$ cat config.mk
export PLATFORM = sky130hd
export DESIGN_NAME = data_path_pipe
export DESIGN_NICKNAME = d
export VERILOG_FILES = /design/src/rtl/data_path_pipe.sv
export SDC_FILE = /design/constraint.sdc
export NUM_CORES = 1
export LEC_CHECK = 0
export BUFFER_PORTS_ARGS = -buffer_cell sky130_fd_sc_hd__buf_2
export CAP_MARGIN = 30
export CORE_MARGIN = 5
export CORE_UTILIZATION = 40
export DETAILED_ROUTE_END_ITERATION = 6
export HOLD_SLACK_MARGIN = 0.03
export PLACE_DENSITY = 0.64
export SYNTH_ARGS = -nofsm -noshare
export SYNTH_HDL_FRONTEND = slang
export SYNTH_SLANG_ARGS = --single-unit
$ cat constraint.sdc
create_clock -name clk -period 3.4 [get_ports clk]
set_input_delay 0.68 -clock clk [delete_from_list [all_inputs] [get_ports clk]]
set_output_delay 0.68 -clock clk [all_outputs]
set_load 0.03 [all_outputs]
$ cat src/rtl/data_path_pipe.sv
// Two-stage (operand latch -> execute/write-back) register-file/ALU datapath with forwarding and backpressure.
// Optional debug read port enabled by defining DATA_PATH_DBG_EN.
module data_path_pipe #(
    parameter int WIDTH = 16,
    parameter int NREGS = 16,
    localparam int RSEL_W = $clog2(NREGS)
) (
    input  logic              clk,
    input  logic              reset,
    input  logic              in_valid,
    output logic              in_ready,
    input  logic [3:0]        opcode,
    input  logic [RSEL_W-1:0] rdest_sel,
    input  logic [RSEL_W-1:0] rsrc_sel,
    input  logic [WIDTH-1:0]  imm_in,
    input  logic              imm_select,
    input  logic              wb_en,
    output logic [WIDTH-1:0]  result,
    output logic              result_valid,
    input  logic              out_ready,
    output logic [4:0]        flags
`ifdef DATA_PATH_DBG_EN
    ,
    input  logic [RSEL_W-1:0] dbg_sel,
    output logic [WIDTH-1:0]  dbg_data
`endif
);

    localparam int SH_W = $clog2(WIDTH);

    localparam logic [3:0] OP_ADD = 4'd0;
    localparam logic [3:0] OP_SUB = 4'd1;
    localparam logic [3:0] OP_CMP = 4'd2;
    localparam logic [3:0] OP_AND = 4'd3;
    localparam logic [3:0] OP_OR  = 4'd4;
    localparam logic [3:0] OP_XOR = 4'd5;
    localparam logic [3:0] OP_MOV = 4'd6;
    localparam logic [3:0] OP_LSH = 4'd7;
    localparam logic [3:0] OP_RSH = 4'd8;

    logic [WIDTH-1:0]  regs_q [NREGS];
    logic [WIDTH-1:0]  regs_d [NREGS];

    logic              e_valid_q, e_valid_d;
    logic [3:0]        e_op_q, e_op_d;
    logic [RSEL_W-1:0] e_dest_q, e_dest_d;
    logic              e_wb_q, e_wb_d;
    logic [WIDTH-1:0]  e_a_q, e_a_d;
    logic [WIDTH-1:0]  e_b_q, e_b_d;

    logic [WIDTH-1:0]  result_q, result_d;
    logic              result_valid_q, result_valid_d;
    logic [4:0]        flags_q, flags_d;

    logic              adv;
    logic [WIDTH:0]    sum_ext;
    logic [WIDTH:0]    diff_ext;
    logic [WIDTH-1:0]  alu_res;
    logic              alu_c, alu_l, alu_f;
    logic              alu_flag_upd;
    logic              alu_wb_ok;
    logic              e_wb_eff;
    logic [4:0]        alu_flags;
    logic [WIDTH-1:0]  op_a;
    logic [WIDTH-1:0]  op_b;

    assign adv          = !result_valid_q || out_ready;
    assign in_ready     = adv;
    assign result       = result_q;
    assign result_valid = result_valid_q;
    assign flags        = flags_q;

`ifdef DATA_PATH_DBG_EN
    assign dbg_data = regs_q[dbg_sel];
`endif

    // ALU on the latched E-stage operands
    always_comb begin
        sum_ext      = {1'b0, e_a_q} + {1'b0, e_b_q};
        diff_ext     = {1'b0, e_a_q} - {1'b0, e_b_q};
        alu_res      = '0;
        alu_c        = 1'b0;
        alu_l        = 1'b0;
        alu_f        = 1'b0;
        alu_flag_upd = 1'b0;
        alu_wb_ok    = 1'b0;
        case (e_op_q)
            OP_ADD: begin
                alu_res      = sum_ext[WIDTH-1:0];
                alu_c        = sum_ext[WIDTH];
                alu_f        = (e_a_q[WIDTH-1] == e_b_q[WIDTH-1]) &&
                               (sum_ext[WIDTH-1] != e_a_q[WIDTH-1]);
                alu_flag_upd = 1'b1;
                alu_wb_ok    = 1'b1;
            end
            OP_SUB, OP_CMP: begin
                alu_res      = diff_ext[WIDTH-1:0];
                alu_c        = diff_ext[WIDTH];
                alu_l        = diff_ext[WIDTH];
                alu_f        = (e_a_q[WIDTH-1] != e_b_q[WIDTH-1]) &&
                               (diff_ext[WIDTH-1] != e_a_q[WIDTH-1]);
                alu_flag_upd = 1'b1;
                alu_wb_ok    = (e_op_q == OP_SUB);
            end
            OP_AND: begin
                alu_res   = e_a_q & e_b_q;
                alu_wb_ok = 1'b1;
            end
            OP_OR: begin
                alu_res   = e_a_q | e_b_q;
                alu_wb_ok = 1'b1;
            end
            OP_XOR: begin
                alu_res   = e_a_q ^ e_b_q;
                alu_wb_ok = 1'b1;
            end
            OP_MOV: begin
                alu_res   = e_b_q;
                alu_wb_ok = 1'b1;
            end
            OP_LSH: begin
                alu_res   = e_a_q << e_b_q[SH_W-1:0];
                alu_wb_ok = 1'b1;
            end
            OP_RSH: begin
                alu_res   = e_a_q >> e_b_q[SH_W-1:0];
                alu_wb_ok = 1'b1;
            end
            default: begin
                alu_res   = '0;
                alu_wb_ok = 1'b0;
            end
        endcase
        alu_flags = {alu_c, alu_l, alu_f, (alu_res == '0), alu_res[WIDTH-1]};
        e_wb_eff  = e_wb_q && alu_wb_ok;
    end

    // Operand read with bypass from the instruction completing this cycle
    always_comb begin
        if (e_valid_q && e_wb_eff && (e_dest_q == rdest_sel)) begin
            op_a = alu_res;
        end else begin
            op_a = regs_q[rdest_sel];
        end
        if (imm_select) begin
            op_b = imm_in;
        end else if (e_valid_q && e_wb_eff && (e_dest_q == rsrc_sel)) begin
            op_b = alu_res;
        end else begin
            op_b = regs_q[rsrc_sel];
        end
    end

    // Next-state: everything holds unless the pipeline advances
    always_comb begin
        regs_d         = regs_q;
        e_valid_d      = e_valid_q;
        e_op_d         = e_op_q;
        e_dest_d       = e_dest_q;
        e_wb_d         = e_wb_q;
        e_a_d          = e_a_q;
        e_b_d          = e_b_q;
        result_d       = result_q;
        result_valid_d = result_valid_q;
        flags_d        = flags_q;
        if (adv) begin
            e_valid_d = in_valid;
            if (in_valid) begin
                e_op_d   = opcode;
                e_dest_d = rdest_sel;
                e_wb_d   = wb_en;
                e_a_d    = op_a;
                e_b_d    = op_b;
            end else begin
                e_op_d   = e_op_q;
            end
            if (e_valid_q) begin
                result_d       = alu_res;
                result_valid_d = 1'b1;
                if (alu_flag_upd) begin
                    flags_d = alu_flags;
                end else begin
                    flags_d = flags_q;
                end
                if (e_wb_eff) begin
                    regs_d[e_dest_q] = alu_res;
                end else begin
                    regs_d[e_dest_q] = regs_q[e_dest_q];
                end
            end else begin
                result_valid_d = 1'b0;
            end
        end else begin
            e_valid_d = e_valid_q;
        end
    end

    // State registers with synchronous reset; an E-stage instruction is dropped on reset
    always_ff @(posedge clk) begin
        if (reset) begin
            regs_q         <= '{default: '0};
            e_valid_q      <= 1'b0;
            e_op_q         <= 4'd0;
            e_dest_q       <= '0;
            e_wb_q         <= 1'b0;
            e_a_q          <= '0;
            e_b_q          <= '0;
            result_q       <= '0;
            result_valid_q <= 1'b0;
            flags_q        <= 5'd0;
        end else begin
            regs_q         <= regs_d;
            e_valid_q      <= e_valid_d;
            e_op_q         <= e_op_d;
            e_dest_q       <= e_dest_d;
            e_wb_q         <= e_wb_d;
            e_a_q          <= e_a_d;
            e_b_q          <= e_b_d;
            result_q       <= result_d;
            result_valid_q <= result_valid_d;
            flags_q        <= flags_d;
        end
    end

endmodule
# After elaboration in Yosys (flattened, before gate mapping)

Index checks and enable logic that the tools add are counted.

Flip-flop bits (word level): 320
Output and inout bits: 23

$lt $le $gt $ge: 4
Reductions and logical operators: 17
Equality and inequality tests: 14
Bitwise logic cells: 6
Shift operators: 2
Mux-type cells: 24
$add $sub $neg: 2

Operators with widths:

| kind                                                       | count |
|---|---|
| bitwise mux 256 bit                                        | 2 |
| 2-to-1 mux 256 bit                                         | 1 |
| binary-select mux 16 bit (select 4 bit)                    | 3 |
| 2-to-1 mux 16 bit                                          | 10 |
| one-hot mux 16 bit (8 select lines)                        | 1 |
| demux 16 bit (select 4 bit)                                | 1 |
| adder 16 x 16 -> 17 bit                                    | 1 |
| subtractor 16 x 16 -> 17 bit                               | 1 |
| AND 16 bit                                                 | 1 |
| equality test 4 x 3 -> 1 bit, second input constant        | 4 |
| zero test 16 bit                                           | 1 |
| bitwise OR 16 bit                                          | 1 |
| left shift 16 x 4 -> 16 bit                                | 1 |
| >> shifter 16 x 4 -> 16 bit                                | 1 |
| XOR 16 bit                                                 | 1 |
| greater-or-equal comparator 5 bit, second input constant   | 3 |
| NOT 4 -> 5 bit                                             | 3 |
| equality test 4 x 2 -> 1 bit, second input constant        | 2 |
| equality test 4 bit                                        | 2 |
| logical AND 1 bit                                          | 7 |
| OR reduction 7 bit                                         | 1 |
| one-hot mux 1 bit (2 select lines)                         | 3 |
| less-than comparator 5 x 1 -> 1 bit, second input constant | 1 |
| equality test 4 x 1 -> 1 bit, second input constant        | 1 |
| other kinds (11)                                           | 16 |

# Longest topological paths before layout

Depth in word-level cells: 8
Depth in mapped cells: 15

# Least setup slack after synthesis

OpenSTA, ideal clock, no wires.

Path type: register to register
Start: register e_a_q[9]
End: register regs_q[109] in the netlist's numbering
Path slack: -0.182 ns
Setup time: 0.134 ns
Data arrival time: 3.448 ns
Period minus slack after synthesis: 3.582 ns
Required time: 3.266 ns
Cell stages (with the launch flop): 14
Path through: dfxtp_1 > clkbuf_1 > inv_1 > ha_1 > clkbuf_1 > or4_1 > or4_1 > a41oi_1 > nor2_1 > a211oi_1 > o21ai_1 > mux2i_1 > buf_2 > a211oi_1

Word-level cells in the longest chain between the ends: 4
Elaborated cells on any way between the ends: 7

Ends and longest elaborated chain:

| element                                              | line | text |
|---|---|---|
| start, declared                                      | 48   | `logic [WIDTH-1:0] e_a_q, e_a_d;` |
| start signal, assigned                               | 206  | `e_a_q <= '0;` |
| start signal, assigned                               | 217  | `e_a_q <= e_a_d;` |
| subtractor 16 x 16 -> 17 bit (tied with other cells) | 80   | `diff_ext = {1'b0, e_a_q} - {1'b0, e_b_q};` |
| one-hot mux 16 bit (8 select lines) (*)              | 87   | `case (e_op_q)` |
| bitwise mux 256 bit (*)                              | 186  | `regs_d[e_dest_q] = alu_res;` |
| 2-to-1 mux 256 bit (*)                               | 185  | `if (e_wb_eff) begin` |
| end signal, assigned                                 | 212  | `regs_q <= regs_d;` |
| end, declared                                        | 41   | `logic [WIDTH-1:0] regs_q [NREGS];` |

Mark *: on every way between the ends. The rest lies on a longest branch, timed or not.
A chain may end at the register's enable or synchronous reset.

# Worst setup path after layout

Start: register e_b_q[8]
End: register regs_q[207] in the netlist's numbering

Word-level cells in the longest chain between the ends: 4
Elaborated cells on any way between the ends: 5

Ends and longest elaborated chain:

| element                                                                        | line   | text |
|---|---|---|
| start, declared                                                                | 49     | `logic [WIDTH-1:0] e_b_q, e_b_d;` |
| start signal, assigned                                                         | 207    | `e_b_q <= '0;` |
| start signal, assigned                                                         | 218    | `e_b_q <= e_b_d;` |
| subtractor 16 x 16 -> 17 bit / adder 16 x 16 -> 17 bit (equally long branches) | 80, 79 |  |
| one-hot mux 16 bit (8 select lines) (*)                                        | 87     |  |
| bitwise mux 256 bit (*)                                                        | 186    |  |
| 2-to-1 mux 256 bit (*)                                                         | 185    |  |

Marks and branches as above.

==> flow_metrics.env <==
export IMPL_max_freq_mhz=296
export IMPL_hp_start="opcode[1]"
export IMPL_hpwlAfterDp_mm=57.5
export IMPL_clk_pin_slew_ns=0.06
export IMPL_core_sq_um=53800
export IMPL_power_density_nw_per_um2=397
export IMPL_holdPathEnd="e_op_q[1]"
export IMPL_reg2reg_from="e_b_q[8]"
export IMPL_leakage_nw=9.50
export IMPL_via_per_inst=6.36
export IMPL_critPathLaunchType="register"
export IMPL_synthFlopType="dfxtp_1"
export IMPL_grt_use_total_pct=26.5
export IMPL_max_cap_violations=0
export IMPL_die_h_um=243
export IMPL_async_reset_ff_share_pct=0
export IMPL_cts_root_buf="clkbuf_16"
export IMPL_fin_nets=2543
export IMPL_report_power_total_mw=10.3
export IMPL_max_clock_path_buffers=3
export IMPL_routed_wl_mm=81.1
export IMPL_setup_violations=0
export IMPL_area_growth_pct=19.9
export IMPL_portBuffers=56
export IMPL_cts_sinks=320
export IMPL_vias=20200
export IMPL_final_area_sq_um=26000
export IMPL_ys_seq_area_share_pct=29.5
export IMPL_place_area_sq_um=24200
export IMPL_worst_setup_path_type="reg -> reg"
export IMPL_grt_pass1_vias=19900
export IMPL_grt_max_degree=220
export IMPL_hold_path_class="in -> reg"
export IMPL_die_w_um=243
export IMPL_cts_hold_fix_buffers=0
export IMPL_drive_gt1_share_pct=30.5
export IMPL_tightest_slew_ns=1.18
export IMPL_overflow=0
export IMPL_r2r_cells=14
export IMPL_skew_ns=0.0279
export IMPL_syn_nets=2410
export IMPL_cp_max_fo=8
export IMPL_min_path_cells=3
export IMPL_rsz0062_at_grt="yes"
export IMPL_drtAntennaViolNets=0
export IMPL_drc=0
export IMPL_drt_iter0_markers=2466
export IMPL_vdd_drop_max_uv=297
export IMPL_grt_pass1_wl_mm=123
export IMPL_clk_latency_ns=0.59
export IMPL_finalMaxSlewViolations=0
export IMPL_fin_crit_sh_pct=99.4
export IMPL_synthCells=2322
export IMPL_io_pins=57
export IMPL_crit_arrival_ns=3.85
export IMPL_ys_ff_latch=320
export IMPL_yosysUniqueCellTypes=76
export IMPL_dr_pass1_iters=6
export IMPL_dieArea_sq_um=59000
export IMPL_num_rows=85
export IMPL_rr_endpoint="regs_q[207]"
export IMPL_cts_buffers=38
export IMPL_worstPathRequired_ns=3.87
export IMPL_utilization_pct=48.3
export IMPL_place_congestion=1.00
export IMPL_hold_violations=0
export IMPL_synth_edf_count=0
export IMPL_cts_tree="yes"
export IMPL_ys_warn_count=0
export IMPL_fin_crit_ns=3.38
export IMPL_wire_per_inst_um=25.5
export IMPL_syn_avg_cell_area_sq_um=9.34
export IMPL_initial_core_util_pct=40.3
export IMPL_relSlewSlack_pct=21.6
export IMPL_syn_area_sq_um=21700
export IMPL_rrSetupSlack_ns=0.02
export IMPL_antenna_found_initial=1
export IMPL_status="completed"
export IMPL_htree_levels=2
export IMPL_crit_path_end_kind="register"
==> flip-flops by register name (all words and copies together) (netlist names) <==
register	flops
e_a_q	16
regs_q	256
e_dest_q	4
result	16
e_wb_q	1
e_b_q	16
flags	5
e_valid_q	1
e_op_q	4
result_valid	1
==> area by class of cell <==
cell class	count	area (sq um)
multi-input combinational	1722	14600
clock inverter	15	179
fill	4980	27800
sequential	320	6430
timing repair buffer	315	2600
antenna	1	2.50
inverter	58	221
tap	696	871
clock buffer	52	1070
==> how the worst max path moves through the flow <==
stage,start,end,cells past startpoint
finish,e_b_q[8],regs_q[207],14
global route,e_a_q[8],regs_q[223],14
CTS,e_b_q[1],flags[1],11
detailed placement,e_a_q[0],flags[1],15
global placement,e_a_q[0],flags[1],15
floorplan,e_b_q[2],regs_q[158],14
==> layout by cell type (no fill, tap or decap), types with 7 or more instances in the layout <==
master and count:
dfxtp_1 308, a21o_1 8, a211oi_1 139, mux2_2 13, dfxtp_2 8, xnor2_1 10
nor3_1 176, clkbuf_8 7, mux4_2 265, nand2_1 112, nor2_2 12, nand3_1 21
buf_4 232, nor2b_1 18, a22oi_1 12, clkinv_2 7, o21ai_0 42, clkbuf_16 38
inv_1 54, clkbuf_1 7, o211ai_1 14, a211oi_2 16, mux2i_1 36, and3_1 10
buf_12 25, nor2_1 512, buf_2 51, a21oi_1 68, nand2b_1 12, and2_1 8
ha_1 48
==> worst max-delay path, stage by stage, from the launching register on <==
cell	delay [ns]
dfxtp_1	0.34
inv_1	0.06
ha_1	0.29
or4_4	0.53
buf_4	0.16
nor4_2	0.14
o21ai_1	0.15
a21o_1	0.20
a21oi_1	0.22
o21ai_2	0.13
a32oi_4	0.28
nor4_4	0.09
buf_4	0.19
o21a_4	0.25
a211oi_1	0.24
==> cell usage after synthesis, drive strengths merged, types with 13 or more instances <==
library cell    n  share of area, %
a211oi        155               5.4
a21oi          72               1.7
buf            43              0.88
clkbuf        180               3.1
dfxtp         320                30
ha             52               3.0
inv            58               1.0
mux2           15              0.78
mux2i          38               1.8
mux4          265                28
nand2         113               2.0
nand3          21              0.48
nor2          525               9.1
nor2b          21              0.61
nor3          180               4.2
nor4           13              0.50
o211ai         14              0.48
o21ai          51               1.2
==> metal layers <==
layer / share of wire [%] / global-route usage, %
met1: 38 / 34.3
met2: 48 / 43.9
met3: 9.1 / 4.93
met4: 4.8 / 11.0
met5: 0 / 0
==> cell families after synthesis <==
| group | Yosys count | synth area share (%) |
|---|---|---|
| AOI/OAI and AO/OA | 399 | 12.9 |
| adders and majority gates | 54 | 3.19 |
| and+or+nand+nor | 937 | 18.8 |
| buffers and inverters | 281 | 5.00 |
| DFF | 320 | 29.5 |
| xor gates and xnor gates | 13 | 0.525 |
| muxes | 318 | 30.1 |
==> per-stage QoR <==
step	setup TNS, ns	hold WS (ns)	setup WS (ns)	instances
floorplan	0	0.437	0.0173	2322
global placement	-0.464	0.463	-0.186	3098
detailed placement	-5.36	0.470	-0.309	3098
CTS	-1.09	0.332	-0.142	3170
global route	-1.27	0.345	-0.102	3178
finish	0	0.346	0.0211	3179
==> timing repair <==
action                     in CTS  in global routing
gates cloned                    0                  1
gates resized for setup        22                 71
pin swaps                       8                 28
buffers inserted                5                  6
setup endpoints to repair      85                154
==> power breakdown <==
| group | internal (mW) | total, mW | switching, mW |
|---|---|---|---|
| combinational | 0.915 | 2.22 | 1.31 |
| sequential | 3.83 | 3.94 | 0.102 |
| clock | 2.39 | 4.17 | 1.78 |
| total | 7.14 | 10.3 | 3.19 |
Note: power is estimated with default switching activity, not from simulation.
